File: src/rtl/logicnet_pkg.sv
// Shared definitions for the LogicNet input packer.
// Defaults, packer states and a width helper.
package logicnet_pkg;

  localparam int ACT_W_DEF  = 2;
  localparam int NUM_LEVELS = 1 << ACT_W_DEF;
  localparam int NUM_THR    = NUM_LEVELS - 1;

  typedef enum logic {
    FILL,
    WAIT
  } pack_state_e;

  function automatic int clog2(input int v);
    int r;
    r = 0;
    for (int i = 0; i < 31; i++) begin
      if ((1 << i) < v) r = i + 1;
    end
    return (r < 1) ? 1 : r;
  endfunction

endpackage

File: src/rtl/logicnet_feat_quant.sv
// Quantizes one signed feature: code is the number
// of thresholds the feature meets or exceeds.
module logicnet_feat_quant
  import logicnet_pkg::*;
#(
  parameter int FEAT_W = 16,
  parameter int ACT_W  = ACT_W_DEF,
  parameter int NTHR   = NUM_THR
) (
  input  logic [FEAT_W-1:0]      data,
  input  logic [NTHR*FEAT_W-1:0] thr,
  output logic [ACT_W-1:0]       code
);

  // Thresholds need not be sorted; a plain count works either way.
  always_comb begin
    code = '0;
    for (int k = 0; k < NTHR; k++) begin
      if ($signed(data) >= $signed(thr[k*FEAT_W +: FEAT_W]))
        code = code + 1'b1;
    end
  end

endmodule

File: src/rtl/logicnet_input_packer.sv
// Quantizes a raw feature stream and packs one code
// per feature into an activation vector for layer0.
module logicnet_input_packer
  import logicnet_pkg::*;
#(
  parameter int NUM_FEATURES = 16,
  parameter int FEAT_W       = 16,
  parameter int ACT_W        = ACT_W_DEF,
  localparam int THR_N = (1 << ACT_W) - 1,
  localparam int FW    = clog2(NUM_FEATURES),
  localparam int SW    = clog2(THR_N),
  localparam int VW    = NUM_FEATURES * ACT_W
) (
  input  logic              clk,
  input  logic              rst,
  input  logic              s_valid,
  output logic              s_ready,
  input  logic [FEAT_W-1:0] s_data,
  input  logic              s_last,
  output logic              m_valid,
  input  logic              m_ready,
  output logic [VW-1:0]     m_data,
  input  logic              cfg_we,
  input  logic [FW-1:0]     cfg_feat,
  input  logic [SW-1:0]     cfg_sel,
  input  logic [FEAT_W-1:0] cfg_data,
  output logic              err_len
);

  logic [THR_N*FEAT_W-1:0] thr [NUM_FEATURES];

  pack_state_e state, state_next;
  logic [FW-1:0] idx, idx_next;
  logic [VW-1:0] asm_q, asm_next;
  logic [VW-1:0] m_data_next;
  logic          m_valid_next;
  logic          err_next;
  logic [ACT_W-1:0] code;
  logic accept, last_idx, done;
  logic out_free, cfg_ok;

  assign cfg_ok = cfg_we
               && (int'(cfg_feat) < NUM_FEATURES)
               && (int'(cfg_sel) < THR_N);

  always_ff @(posedge clk or posedge rst) begin
    if (rst) begin
      for (int f = 0; f < NUM_FEATURES; f++)
        thr[f] <= '0;
    end else if (cfg_ok) begin
      thr[cfg_feat][int'(cfg_sel)*FEAT_W +: FEAT_W] <= cfg_data;
    end
  end

  logicnet_feat_quant #(
    .FEAT_W (FEAT_W),
    .ACT_W  (ACT_W),
    .NTHR   (THR_N)
  ) u_quant (
    .data (s_data),
    .thr  (thr[idx]),
    .code (code)
  );

  assign s_ready  = (state == FILL);
  assign accept   = s_valid && s_ready;
  assign last_idx = (idx == FW'(NUM_FEATURES - 1));
  assign done     = accept && (last_idx || s_last);
  assign out_free = !m_valid || m_ready;

  always_comb begin
    state_next   = state;
    idx_next     = idx;
    asm_next     = asm_q;
    m_valid_next = m_valid;
    m_data_next  = m_data;
    err_next     = 1'b0;
    if (m_valid && m_ready)
      m_valid_next = 1'b0;
    unique case (state)
      FILL: begin
        if (accept) begin
          // An early s_last zero-fills every slot above the current one.
          for (int i = 0; i < NUM_FEATURES; i++) begin
            if (FW'(i) == idx)
              asm_next[i*ACT_W +: ACT_W] = code;
            else if (s_last && (FW'(i) > idx))
              asm_next[i*ACT_W +: ACT_W] = '0;
          end
          idx_next = idx + 1'b1;
          if (done) begin
            idx_next = '0;
            err_next = (s_last != last_idx);
            if (out_free) begin
              m_data_next  = asm_next;
              m_valid_next = 1'b1;
            end else begin
              state_next = WAIT;
            end
          end
        end
      end
      WAIT: begin
        if (m_valid && m_ready) begin
          m_data_next  = asm_q;
          m_valid_next = 1'b1;
          state_next   = FILL;
        end
      end
      default: ;
    endcase
  end

  always_ff @(posedge clk or posedge rst) begin
    if (rst) begin
      state   <= FILL;
      idx     <= '0;
      asm_q   <= '0;
      m_valid <= 1'b0;
      m_data  <= '0;
      err_len <= 1'b0;
    end else begin
      state   <= state_next;
      idx     <= idx_next;
      asm_q   <= asm_next;
      m_valid <= m_valid_next;
      m_data  <= m_data_next;
      err_len <= err_next;
    end
  end

endmodule

File: config.mk
export PLATFORM = sky130hd
export DESIGN_NAME = logicnet_input_packer
export DESIGN_NICKNAME = d
export VERILOG_FILES = /design/src/rtl/logicnet_pkg.sv /design/src/rtl/logicnet_feat_quant.sv /design/src/rtl/logicnet_input_packer.sv
export SDC_FILE = /design/constraint.sdc
export NUM_CORES = 2
export LEC_CHECK = 0
export CORE_UTILIZATION = 55
export CTS_CLUSTER_SIZE = 10
export DETAILED_ROUTE_END_ITERATION = 10
export PLACE_DENSITY = 0.75
export SLEW_MARGIN = 10
export SYNTH_ARGS = -nofsm -noshare
export SYNTH_HDL_FRONTEND = slang
export SYNTH_SLANG_ARGS = --single-unit
File: constraint.sdc
create_clock -name clk -period 28.5 [get_ports clk]
set_input_delay 5.7 -clock clk [delete_from_list [all_inputs] [get_ports clk]]
set_output_delay 5.7 -clock clk [all_outputs]
set_load 0.02 [all_outputs]
* Yosys cells after proc, flatten, opt, wreduce, memory -nomap -nowiden
Index checks and enable logic that the tools add are counted.
** Operators by class
- $add $sub $neg :: 4
- Order comparisons :: 23
- Eq/ne operators :: 21
- Shift-type cells :: 2
- Muxes and demuxes :: 61
- Bitwise logic cells :: 3
- Reductions and logical operators :: 27
** Operator list (number)
- $bwmux W768 :: 1
- $bmux W48 S4 :: 1
- $demux W48 S4 :: 1
- $mux W48 :: 3
- $mux W32 :: 4
- $mux W2 :: 34
- $pmux W32 S2 :: 1
- $ge A16 B16 Y1 :: 3
- $shift A16 B33 Y48 const A :: 1
- $shiftx A16 B33 Y48 :: 1
- $neg A6 Y33 :: 1
- $eq A4 B4 Y1 const A :: 8
- $gt A4 B4 Y1 const A :: 8
- $logic_and A1 B1 Y1 :: 21
- $eq A3 B4 Y1 const A :: 4
- $gt A3 B4 Y1 const A :: 4
- $mux W1 :: 13
- $ge A5 B5 Y1 const B :: 2
- $not A4 Y5 :: 2
- $eq A2 B4 Y1 const A :: 2
- $gt A1 B4 Y1 const A :: 2
- $gt A2 B4 Y1 const A :: 2
- $ne A2 B1 Y1 const B :: 4
- $lt A5 B1 Y1 const B :: 1
- other kinds (15) :: 17
** Word-level totals
- Flip-flop bits (word level) :: 839
- Bits of input ports :: 44
- Output and inout bits :: 35
- Logic and storage cells :: 163

* Longest topological paths before layout
- Word-level depth :: 15
- Depth in mapped cells :: 25

* By module
Synthesis repeated with hierarchy kept, for this count alone.
** Second synthesis, totals
- Cell total of the unflattened synthesis :: 3652
- Area, all modules :: 38305.5 um^2
** Modules (own cells, without submodules)
- logicnet_input_packer :: times used 1, cells an instance 3478, area each 37008.0 um^2, sequential area each 20995.1 um^2
- logicnet_feat_quant :: times used 1, cells an instance 174, area each 1297.5 um^2, sequential area each 0.0 um^2

* Worst setup path after synthesis
OpenSTA, ideal clock, no wires.
- Path kind :: input to register
- Start :: input s_data[9]
- End :: register asm_q[18]
- Setup time :: 0.083 ns
- Data arrival time :: 8.382 ns
- Required time :: 28.417 ns
- Path slack :: 20.035 ns
- Stages :: 14
- Path buffers :: 1
- Cell sequence :: ha_1 -> a21o_1 -> a21o_1 -> a21o_1 -> a21o_1 -> a21o_1 -> a2111oi_0 -> a21oi_1 -> a221oi_1 -> ha_1 -> xnor2_1 -> buf_2 -> nand2_1 -> o21ai_0
** On the way
- Longest elaborated chain between the ends :: 7
- Elaborated cells on any way between the ends :: 9
** Ends and longest elaborated chain
- from (decl) :: line logicnet_input_packer.sv:18 : input logic [FEAT_W-1:0] s_data,
- $ge A16 B16 Y1 :: line logicnet_feat_quant.sv:19 : if ($signed(data) >= $signed(thr[k*FEAT_W +: FEAT_W]))
- $mux W1 :: line logicnet_feat_quant.sv:19
- $add A1 B1 Y2 :: line logicnet_feat_quant.sv:20 : code = code + 1'b1;
- $mux W2 :: line logicnet_feat_quant.sv:19
- $add A2 B1 Y2 :: line logicnet_feat_quant.sv:20
- $mux W2 * :: line logicnet_feat_quant.sv:19
- $mux W2 * :: line logicnet_input_packer.sv:85 : if (FW'(i) == idx)
- to (signal assigned) :: line logicnet_input_packer.sv:125 : asm_q <= asm_next;
- to (decl) :: line logicnet_input_packer.sv:34 : logic [VW-1:0] asm_q, asm_next;
Mark *: on every way between the ends. The rest lies on a longest branch, timed or not.
A chain may end at the register's enable or synchronous reset.

* Worst setup path after layout
- Start :: input s_data[1]
- End :: register m_data[29]
** On the way
- Longest elaborated chain between the ends :: 11
- Elaborated cells on any way between the ends :: 13
** Ends and longest elaborated chain
- $ge A16 B16 Y1 :: line logicnet_feat_quant.sv:19
- $mux W1 :: line logicnet_feat_quant.sv:19
- $add A1 B1 Y2 :: line logicnet_feat_quant.sv:20
- $mux W2 :: line logicnet_feat_quant.sv:19
- $add A2 B1 Y2 :: line logicnet_feat_quant.sv:20
- $mux W2 * :: line logicnet_feat_quant.sv:19
- $mux W2 * :: line logicnet_input_packer.sv:85
- $mux W32 * :: line logicnet_input_packer.sv:94 : if (out_free) begin
- $mux W32 * :: line logicnet_input_packer.sv:91 : if (done) begin
- $mux W32 * :: line logicnet_input_packer.sv:82 : if (accept) begin
- $pmux W32 S2 * :: line logicnet_input_packer.sv:80 : unique case (state)
- to (signal assigned) :: line logicnet_input_packer.sv:127 : m_data <= m_data_next;
- to (decl) :: line logicnet_input_packer.sv:22 : output logic [VW-1:0] m_data,
Mark *: on every way between the ends. The rest lies on a longest branch, timed or not. The select of a mux whose other input is x is not followed.

==> summary.txt <==
Floorplanning
  • Initial Util: 0.555
  • Die Width: 265 um
  • Die area: 70300 um^2
  • Std cell rows: 96
  • Die height: 265 um
  • Core footprint: 68600 um^2
  • # IOs: 79

Critical path
  • Worst reg2reg path depth: 19
  • Type of origin of the critical path: input pin
  • CP required: 29.06 ns
  • WS Path Type: in -> reg
  • Reg-to-reg endpoint: m_data[29]
  • Reg2Reg Setup Slack: 21.40 ns
  • Max Fanout on Critical Path: 11
  • Critical Path Sink Type: register
  • Worst r2r src: idx[0]
  • Worst EP arrival: 9.69 ns

Clock network
  • Root Buffer: clkbuf_16
  • Post-CTS resize count: 0
  • CTS Buf Count: 95
  • CTS tree: done
  • Clock Latency Late Sink: 0.67 ns
  • Hold-fix buffers, CTS: 0
  • Max Root-Sink Buffers: 3
  • Clock transition at path regs: 0.05 ns
  • Clock H-tree levels: 3
  • Clk sinks: 839
  • Post-CTS Setup Repair Bufs: 0

Yosys
  • Compound-cell area share of the yosys netlist: 0.166
  • Post-synthesis register bit count: 839
  • Synth Area in XOR/XNOR: 0.000230
  • Top post-synthesis cells by area: dfrtp_1 (55%), o21ai_0 (11%), nand2_1 (9.7%)
  • Post-Synthesis Cells: 3808
  • Cell area after synthesis: 38100 um^2
  • Synth warn: 0
  • Post-Synth Adder-Cell Area: 0.0197
  • Synth area leader: dfrtp_1
  • Asr flop ratio synth: 1.00
  • Post-Synth Simple-Gate Area: 0.118
  • Syn Area/Cell: 10.0 um^2
  • Multiplexer share of the synthesized area: 0.111
  • Synthesized Nets: 3912
  • Number of flops mapped to enable cells by yosys: 0
  • Combinational family with the most area after synthesis: compound AO/OA/AOI/OAI gates
  • Ys flop type: dfrtp_1
  • Distinct cells, synth: 59
  • Post-synthesis sequential area ratio: 0.551
  • Post-synth top area share: 0.551

Global route
  • Total global routing overflow: 0
  • Largest net degree at the start of global routing: 179
  • GR Util All Layers: 0.313
  • Number of global-route vias before repair: 28.8k
  • First-pass GRT wire length: 168 mm
  • Initial antenna violation count: 5

Hold path
  • Hold Path Stages: 2
  • HP Class: reg -> reg
  • Min-Delay Endpoint: thr[640]
  • Hold_sp: thr[640]

STA
  • Setup violators final: 0
  • Period utilization: 0.321
  • F_max: 109 MHz
  • Rel. slew slack: 0.328
  • RSZ-0062 raised after global routing: false
  • Setup TNS: 0 ns
  • Final hold violation count: 0
  • Worst slew pin tran: 1.01 ns
  • Setup Skew: 0.0302 ns
  • Slew Viols, Final: 0
  • Minimum clock period after layout: 9.14 ns

Placement
  • Gpl congestion: 0.955
  • IO buf count: 78
  • Post-DP HPWL: 64.4 mm

Routing
  • First DRT Iteration DRCs: 2870
  • Wire per inst: 22.9 um
  • Final antenna-violating net count: 0
  • # DRC: 0
  • 1st-pass router iterations: 6
  • Routed vias: 29.3k
  • Vias per inst: 6.22
  • Final wirelength: 108 mm

Layout
  • Layout cells sized above 1: 0.0931
  • Commonest cells after routing, fill and taps aside: nand2_1 (986), o21ai_0 (870), dfrtp_1 (835), mux2i_1 (166), mux4_2 (99)
  • Commonest non-fill, non-tap cell in the layout: nand2_1
  • Final #Nets: 3862
  • Area Growth Syn to Fin: 10.7%

Power and ir drop
  • Pwr/cell area: 70.6 nW/um^2
  • VDD IR max: 46.9 uV
  • Power Total: 2.98 mW
  • Static Leak: 17.9 nW

Flow run
  • Max Cap Violations: 0

Status
  • Status: finished, final reports clean
[layer usage]
layer / part of all wire / track usage
met5: 0.00040 / 0
met4: 0.048 / 0.149
met3: 0.093 / 0.0727
met2: 0.45 / 0.478
met1: 0.41 / 0.425
[metrics by stage]
stage | util | std cells | hold slack, ns | cell area, um^2 | worst slack (ns)
6_report | 0.615 | 4711 | 0.473 | 42200 | 19.36
5_1_grt | 0.615 | 4710 | 0.491 | 42100 | 19.13
4_1_cts | 0.614 | 4710 | 0.477 | 42100 | 19.08
3_5_place_dp | 0.577 | 4592 | 0.465 | 39500 | 18.39
3_3_place_gp | 0.577 | 4592 | 0.455 | 39500 | 18.40
2_1_floorplan | - | 3808 | 0.441 | 38100 | 11.27
[registers in the layout, summed over array words and instances (netlist names)]
signal   cells
asm_q       32
err_len      1
idx          4
m_data      32
m_valid      1
state        1
thr        768
[cells by family after synthesis]
logic type / Yosys count
xor gates and xnor gates: 1
AOI/OAI and AO/OA: 1140
muxes: 295
and+or+nand+nor: 1149
adders and majority gates: 60
buffers and inverters: 324
DFF: 839
[power by group]
| group | internal (mW) | leakage [nW] | switching (mW) |
|---|---|---|---|
| registers | 1.25 | 11.6 | 0.0517 |
| clock network | 0.613 | 1.27 | 0.463 |
| logic | 0.222 | 5.05 | 0.380 |
| total | 2.08 | 17.9 | 0.894 |
[worst max path at each step]
stage                          from          to  slack, ns
after floorplan                 rst    asm_q[0]      11.27
after global placement    s_data[1]  m_data[29]      18.40
after detailed placement  s_data[1]  m_data[29]      18.39
after CTS                 s_data[1]  m_data[29]      19.08
after global routing      s_data[1]  m_data[29]      19.13
final                     s_data[1]  m_data[29]      19.36
[synth_stat cells, drive strengths merged (15+ instances only)]
cell type / number
mux2: 29
o22ai: 27
ha: 60
a21oi: 78
dfrtp: 839
nor2: 82
o21ai: 874
clkbuf: 259
a31oi: 26
mux4: 99
inv: 15
buf: 49
nand2: 988
mux2i: 167
o221ai: 74
[area by class of cell]
class	count	area (um^2)
Clock inverter	7	93.8
Clock buffer	111	2510
Sequential cell	839	21000
Timing Repair Buffer	161	1430
Multi-Input combinational cell	2645	15900
Fill cell	5564	26400
Tap cell	931	1160
Inverter	16	63.8
Antenna cell	1	2.50
[worst max-delay path, stage by stage]
cell and delay, ns:
clkdlybuf4s50_1 0.48, ha_1 0.34, nor2b_1 0.13, o21ai_0 0.15, nand2b_1 0.08, a21oi_1 0.20
o21ai_0 0.17, a31oi_1 0.37, a211oi_1 0.16, a31o_2 0.24, ha_1 0.20, mux2i_2 0.60
nand3_2 0.52, o221ai_1 0.34
No activity file was read; power rests on OpenSTA's default activity.
